$ cat config.mk
export PLATFORM = sky130hd
export DESIGN_NAME = sort_pipe
export DESIGN_NICKNAME = d
export VERILOG_FILES = /design/src/rtl/sort_pipe.sv
export SDC_FILE = /design/constraint.sdc
export NUM_CORES = 1
export LEC_CHECK = 0
export CAP_MARGIN = 20
export CORE_MARGIN = 1.5
export CORE_UTILIZATION = 45
export DETAILED_ROUTE_END_ITERATION = 10
export GPL_TIMING_DRIVEN = 0
export SLEW_MARGIN = 20
export SYNTH_ARGS = -nofsm -noshare
export SYNTH_HDL_FRONTEND = slang
export SYNTH_SLANG_ARGS = --single-unit
$ cat constraint.sdc
create_clock -name clk -period 3.76 [get_ports clk]
set_input_delay 0.564 -clock clk [delete_from_list [all_inputs] [get_ports clk]]
set_output_delay 0.564 -clock clk [all_outputs]
set_load 0.01 [all_outputs]
$ cat src/rtl/sort_pipe.sv
// ============================================================================
//  Module   : sort_pipe
//  Purpose  : Pipelined odd-even transposition sorter, N lanes of W bits,
//             one vector per cycle, valid/ready with full backpressure.
//             Optional macro SORT_DESC_EN adds a per-vector descending request.
//  Revision : 1.0  initial release
// ============================================================================
`default_nettype none

module sort_pipe #(
    parameter int W = 4,
    parameter int N = 4
) (
    input  logic           clk,
    input  logic           rst,
    input  logic           in_valid,
    output logic           in_ready,
    input  logic [N*W-1:0] in_data,
    output logic           out_valid,
    input  logic           out_ready,
    output logic [N*W-1:0] out_data
`ifdef SORT_DESC_EN
    ,
    input  logic           in_desc
`endif
);

    // One compare-exchange rank; pairs are disjoint so reading the input copy is safe.
    function automatic logic [N*W-1:0] cx_rank(
        input logic [N*W-1:0] d,
        input int             par,
        input logic           desc
    );
        logic [N*W-1:0] res;
        logic [W-1:0]   a;
        logic [W-1:0]   b;
        logic           swap;
        res = d;
        for (int j = 0; j < N - 1; j++) begin
            if ((j % 2) == par) begin
                a    = d[j*W +: W];
                b    = d[(j+1)*W +: W];
                swap = desc ? (a < b) : (a > b);
                if (swap) begin
                    res[j*W +: W]     = b;
                    res[(j+1)*W +: W] = a;
                end
            end
        end
        return res;
    endfunction

    logic               w_adv;
    logic [N-1:0]       r_valid;
    logic [N*W-1:0]     r_data      [N];
    logic [N*W-1:0]     w_stage_in  [N];
    logic [N*W-1:0]     w_stage_out [N];
    logic [N-1:0]       w_desc_in;

    // Whole pipeline moves together; only a blocked output can stop it.
    assign w_adv     = !r_valid[N-1] || out_ready;
    assign in_ready  = w_adv;
    assign out_valid = r_valid[N-1];
    assign out_data  = r_data[N-1];

`ifdef SORT_DESC_EN
    logic [N-2:0] r_desc;

    assign w_desc_in = {r_desc, in_desc};

    always_ff @(posedge clk) begin
        if (rst) begin
            r_desc <= '0;
        end else if (w_adv) begin
            r_desc <= w_desc_in[N-2:0];
        end
    end
`else
    assign w_desc_in = '0;
`endif

    always_ff @(posedge clk) begin
        if (rst) begin
            r_valid <= '0;
        end else if (w_adv) begin
            r_valid <= {r_valid[N-2:0], in_valid};
        end
    end

    generate
        for (genvar s = 0; s < N; s++) begin : g_stage
            if (s == 0) begin : g_first
                assign w_stage_in[s] = in_data;
            end else begin : g_next
                assign w_stage_in[s] = r_data[s-1];
            end

            assign w_stage_out[s] = cx_rank(w_stage_in[s], s % 2, w_desc_in[s]);

            always_ff @(posedge clk) begin
                if (rst) begin
                    r_data[s] <= '0;
                end else if (w_adv) begin
                    r_data[s] <= w_stage_out[s];
                end
            end
        end
    endgenerate

endmodule

`default_nettype wire

### Word level (Yosys, flattened, before mapping)

Memory sizes are Yosys's and may differ from the RTL's.
Cells that the tools add are included.

| storage, ports and cells | value |
|---|---|
| memories kept | 1 |
| input bits | 20 |
| output and inout bits | 18 |
| bits in registers | 4 |
| memory bits (writable) | 64 |
| word-level logic and storage cells | 29 |

Memories:

| name | words | width | rd ports | clocked after Yosys merged registers in | wr ports | line | text |
|---|---|---|---|---|---|---|---|
| r_data | 4 | 16 | 4 | 0 | 4 | 55 | `logic [N*W-1:0] r_data [N];` |

| cells by class | value |
|---|---|
| reduce and logical (&&, ||, !) cells | 2 |
| bitwise logic cells | 4 |
| multiplexer cells | 15 |
| magnitude comparators | 6 |

Operators with widths:

| cell | count |
|---|---|
| $mux 16 | 4 |
| $mux 8 | 6 |
| $gt 4x4->1 | 6 |
| $mux 1 | 5 |
| $or 1x1->1 | 4 |
| $logic_not 1->1 | 1 |
| $logic_or 1x1->1 | 1 |

### Depth between registers and ports, before layout

Gate-level depths: netlist (run 1).

| logic depth | value |
|---|---|
| word-level depth | 6 |
| depth in mapped cells | 7 |
| mapped depth without buffers | 6 |

### Worst setup path before layout (run 1)

OpenSTA, ideal clock, no wires.

| timing | value |
|---|---|
| path kind | input-to-reg |
| start point | input rst |
| end point | memory r_data[0][0] in the netlist's numbering (enable) |
| setup slack | 1190 ps |
| buffers on the path | 0 |
| stages on the path | 1 |
| data arrival time | 2137 ps |
| data required time | 3327 ps |
| library setup time | 433 ps |
| path through | nand2b_1 |

RTL lines:

| item | line | text |
|---|---|---|
| start, declared | 15 | `input logic rst,` |
| end, declared | 55 |  |

### Final worst setup path (run 1)

| timing | value |
|---|---|
| start point | input out_ready |
| end point | output in_ready |

| on the way | value |
|---|---|
| longest elaborated chain between the ends | 1 |

RTL lines:

| item | line | text |
|---|---|---|
| start, declared | 20 | `input logic out_ready,` |
| $logic_or 1x1->1 | 61 | `assign w_adv = !r_valid[N-1] \|\| out_ready;` |
| end, declared | 17 | `output logic in_ready,` |

Every way passes these cells.

==> results of run 1 <==
-- worst paths after layout --
path,cells after the start,to,startpoint
max reg2reg,5,r_data[3][4]$_SDFFCE_PN0P_,r_data[2][7]$_SDFFCE_PN0P_
min,2,r_valid[0]$_SDFFE_PP0P_,r_valid[0]$_SDFFE_PP0P_
max,4,in_ready,out_ready
min reg2reg,2,r_valid[0]$_SDFFE_PP0P_,r_valid[0]$_SDFFE_PP0P_
-- through the flow --
stage | util, % | setup slack, ns | std cells | hold WS (ns) | total power [mW]
6_report | 54.2 | 1.34 | 559 | 0.458 | 2.48
5_1_grt | 54.2 | 1.28 | 559 | 0.489 | 2.62
4_1_cts | 54.2 | 1.34 | 559 | 0.461 | 2.49
3_5_place_dp | 51.9 | 1.06 | 543 | 0.450 | 1.86
3_3_place_gp | 51.5 | -0.125 | 542 | 0.443 | 1.83
2_1_floorplan | - | 1.19 | 394 | 0.426 | 1.61
-- power by group --
part	switching (mW)	internal (mW)	total [mW]	leakage, nW
combinational	0.511	0.317	0.828	0.838
clock	0.263	0.371	0.634	0.101
sequential	0.0754	0.947	1.02	0.799
total	0.849	1.63	2.48	1.74
-- layout by cell type (no fill, tap or decap), types with 9 or more instances in the layout --
cell type	n
edfxtp_1	64
nand2_1	54
a32oi_1	48
nand3_1	48
a31oi_1	48
clkdlybuf4s50_1	37
inv_1	25
ha_1	24
and2_1	16
clkbuf_8	9
-- flip-flops by register name (all words and copies together), names as in the netlist --
register,flops
r_valid,4
r_data,64
-- cell families after synthesis --
kind of cell | share of synthesized area, %
AND/OR/NAND/NOR | 18.5
buffers and inverters | 4.37
adder cells (fa/ha/maj) | 7.18
flip-flops | 47.8
AO/OA/AOI/OAI | 22.1
-- layout make-up --
class | instances | area (µm²) | area share (%)
multi-input combinational | 289 | 2010 | 40.7
sequential | 68 | 2000 | 40.6
timing repair buffer | 38 | 398 | 8.06
tap | 111 | 139 | 2.81
clock buffer | 11 | 131 | 2.66
inverter | 25 | 93.8 | 1.90
buffer | 12 | 88.8 | 1.80
clock inverter | 5 | 76.3 | 1.55
-- layer usage --
metal  wire (µm)  track usage [%]  up-vias
met4         183             8.88        0
li1            -                -     1694
met2        4370             31.8      112
met1        3800             22.7     1577
met3         398             2.46       14
met5           0                0        -
-- worst min-delay path: cells and delay by family, from the launching register on --
kind               cells  cell delay (ns)
AOI/OAI and AO/OA      1             0.05
DFF                    1             0.31
and+or+nand+nor        1             0.05
==> impl_metrics.json, run 1 <==
{
  "max_freq_ghz": 0.413,
  "finalHoldViolations": 0,
  "cts_buffers": 9,
  "period_share_pct": 64.4,
  "yosysSeqAreaShare_pct": 47.8,
  "cap_viol_max_count": 0,
  "syn-num-nets": 438,
  "synth-edff-count": 64,
  "max-vdd-ir-drop_mv": 0.181,
  "drt_iter0_drc": 162,
  "worst-path-buf-inv": 3,
  "die_h_um": 99.4,
  "core_area_um2": 9110,
  "fin_crit_ns": 2.42,
  "antenna_found_initial": 0,
  "synth_most_common_cell": "edfxtp_1",
  "wl_per_cell_um": 15.7,
  "diodes": 0,
  "synth_area_leader_cell": "edfxtp_1",
  "die-area_um2": 9890,
  "skew_ns": 0.0121,
  "hold_buffers": 0,
  "drc": 0,
  "rsz0062_at_grt": "false",
  "track_usage_pct": 18.4,
  "worstMarginPinSlew_ns": 0.601,
  "tns_ns": 0,
  "cts_resized": 0,
  "r2r_slack_ns": 1.74,
  "leakage_nw": 1.74,
  "worst-path-max-fanout": 7,
  "grt_pass1_vias": 3112,
  "hold_class": "register to register",
  "die_x_um": 99.4,
  "mappedNetlistArea_um2": 4180,
  "ys_seq_elements": 68,
  "pin_count": 38,
  "cp.arrival_ns": 1.86,
  "overflow": 0,
  "vias": 3397,
  "num-nets-final": 487,
  "synth_area_leaders": "edfxtp_1 46%, a32oi_1 10%, a31oi_1 7.2%",
  "hpwlAfterDp_um": 6230,
  "path_common_cell": "clkdlybuf4s50_1",
  "synthCells": 394,
  "drtAntennaViolNets": 0,
  "finalSetupViolations": 0,
  "critical_path_class": "primary input to output port",
  "critPathMaxStageDelay_ns": 0.50,
  "timing.slew.headroom_pct": 59.9,
  "cts_buffer_depth": 2,
  "netlist.area_leader.share_pct": 45.9,
  "wirelength_um": 8750,
  "drv_slew": 0,
  "clock_latency_ns": 0.34,
  "synthToLayoutAreaGrowth_pct": 18.0,
  "initial_core_util_pct": 45.9,
  "nFillCells": 815,
  "ctsHtreeMaxLevel": 3,
  "vias_per_cell": 6.08,
  "cp_data_required_time_ns": 3.20,
  "synth_cell_types": 24,
  "grt_pass1_wl_um": 14500,
  "critPathCaptureType": "output port",
  "cts_root_buf": "clkbuf_8",
  "start_kind": "primary input",
  "crit_slowest_cell": "clkdlybuf4s50_1",
  "synthFlopType": "edfxtp_1",
  "cts_sinks": 68,
  "synth_common_cells": "64 x edfxtp_1, 54 x nand2_1, 48 x a31oi_1, 48 x a32oi_1, 48 x nand3_1",
  "rows": 35,
  "drtPass1Iterations": 5,
  "io_buffers": 37,
  "gp_congestion": 0.839,
  "placed_area_um2": 4730,
  "critPathTopFamily": "buffers and inverters",
  "post_cts_buffers": 0,
  "synth_area_per_cell_um2": 10.6,
  "drive_gt1_share_pct": 9.60,
  "path_cells": "clkdlybuf4s50_1, nor2b_4, inv_1, clkdlybuf4s50_1",
  "grt_max_degree": 51,
  "async_reset_ff_share_pct": 0,
  "cts_tree": "built",
  "status": "complete, no violations",
  "yosys_warnings": 0,
  "p_per_area_nw_per_um2": 503,
  "final_cell_area_um2": 4940,
  "path_clk_slew_ns": 0.07
}
No activity file was read; power rests on OpenSTA's default activity.
==> run 2: changes to the inputs <==
==> constraint.sdc (replaced) <==
create_clock -name clk -period 2.5 [get_ports clk]
set_input_delay 0.375 -clock clk [delete_from_list [all_inputs] [get_ports clk]]
set_output_delay 0.375 -clock clk [all_outputs]
set_load 0.01 [all_outputs]
==> results of run 2 <==
The final DEF is identical to that of run 1. Status: complete, no violations.
Among the figures that moved: setup slack after placement 1.06 ns -> -0.00845 ns; setup slack after layout 1.34 ns -> 0.329 ns; start point of the critical path out_ready -> in_data[15]; end point of the critical path in_ready -> r_data[0][12]$_SDFFCE_PN0P_; register-to-register setup slack 1.74 ns -> 0.48 ns; total power 2.48 mW -> 3.74 mW; worst IR drop on VDD 0.181 mV -> 0.272 mV
==> run 3: changes to the inputs <==
--- a/config.mk
+++ b/config.mk
@@ -8,8 +8,10 @@
 export CAP_MARGIN = 20
 export CORE_MARGIN = 1.5
 export CORE_UTILIZATION = 45
+export CTS_CLUSTER_SIZE = 30
 export DETAILED_ROUTE_END_ITERATION = 10
 export GPL_TIMING_DRIVEN = 0
+export SETUP_SLACK_MARGIN = 0.05
 export SLEW_MARGIN = 20
 export SYNTH_ARGS = -nofsm -noshare
 export SYNTH_HDL_FRONTEND = slang
==> results of run 3 <==
The final DEF is identical to that of run 1. Status: complete, no violations.
Among the figures that moved: setup slack after placement 1.06 ns -> -0.00845 ns; setup slack after layout 1.34 ns -> 0.329 ns; start point of the critical path out_ready -> in_data[15]; end point of the critical path in_ready -> r_data[0][12]$_SDFFCE_PN0P_; register-to-register setup slack 1.74 ns -> 0.48 ns; total power 2.48 mW -> 3.74 mW; worst IR drop on VDD 0.181 mV -> 0.272 mV
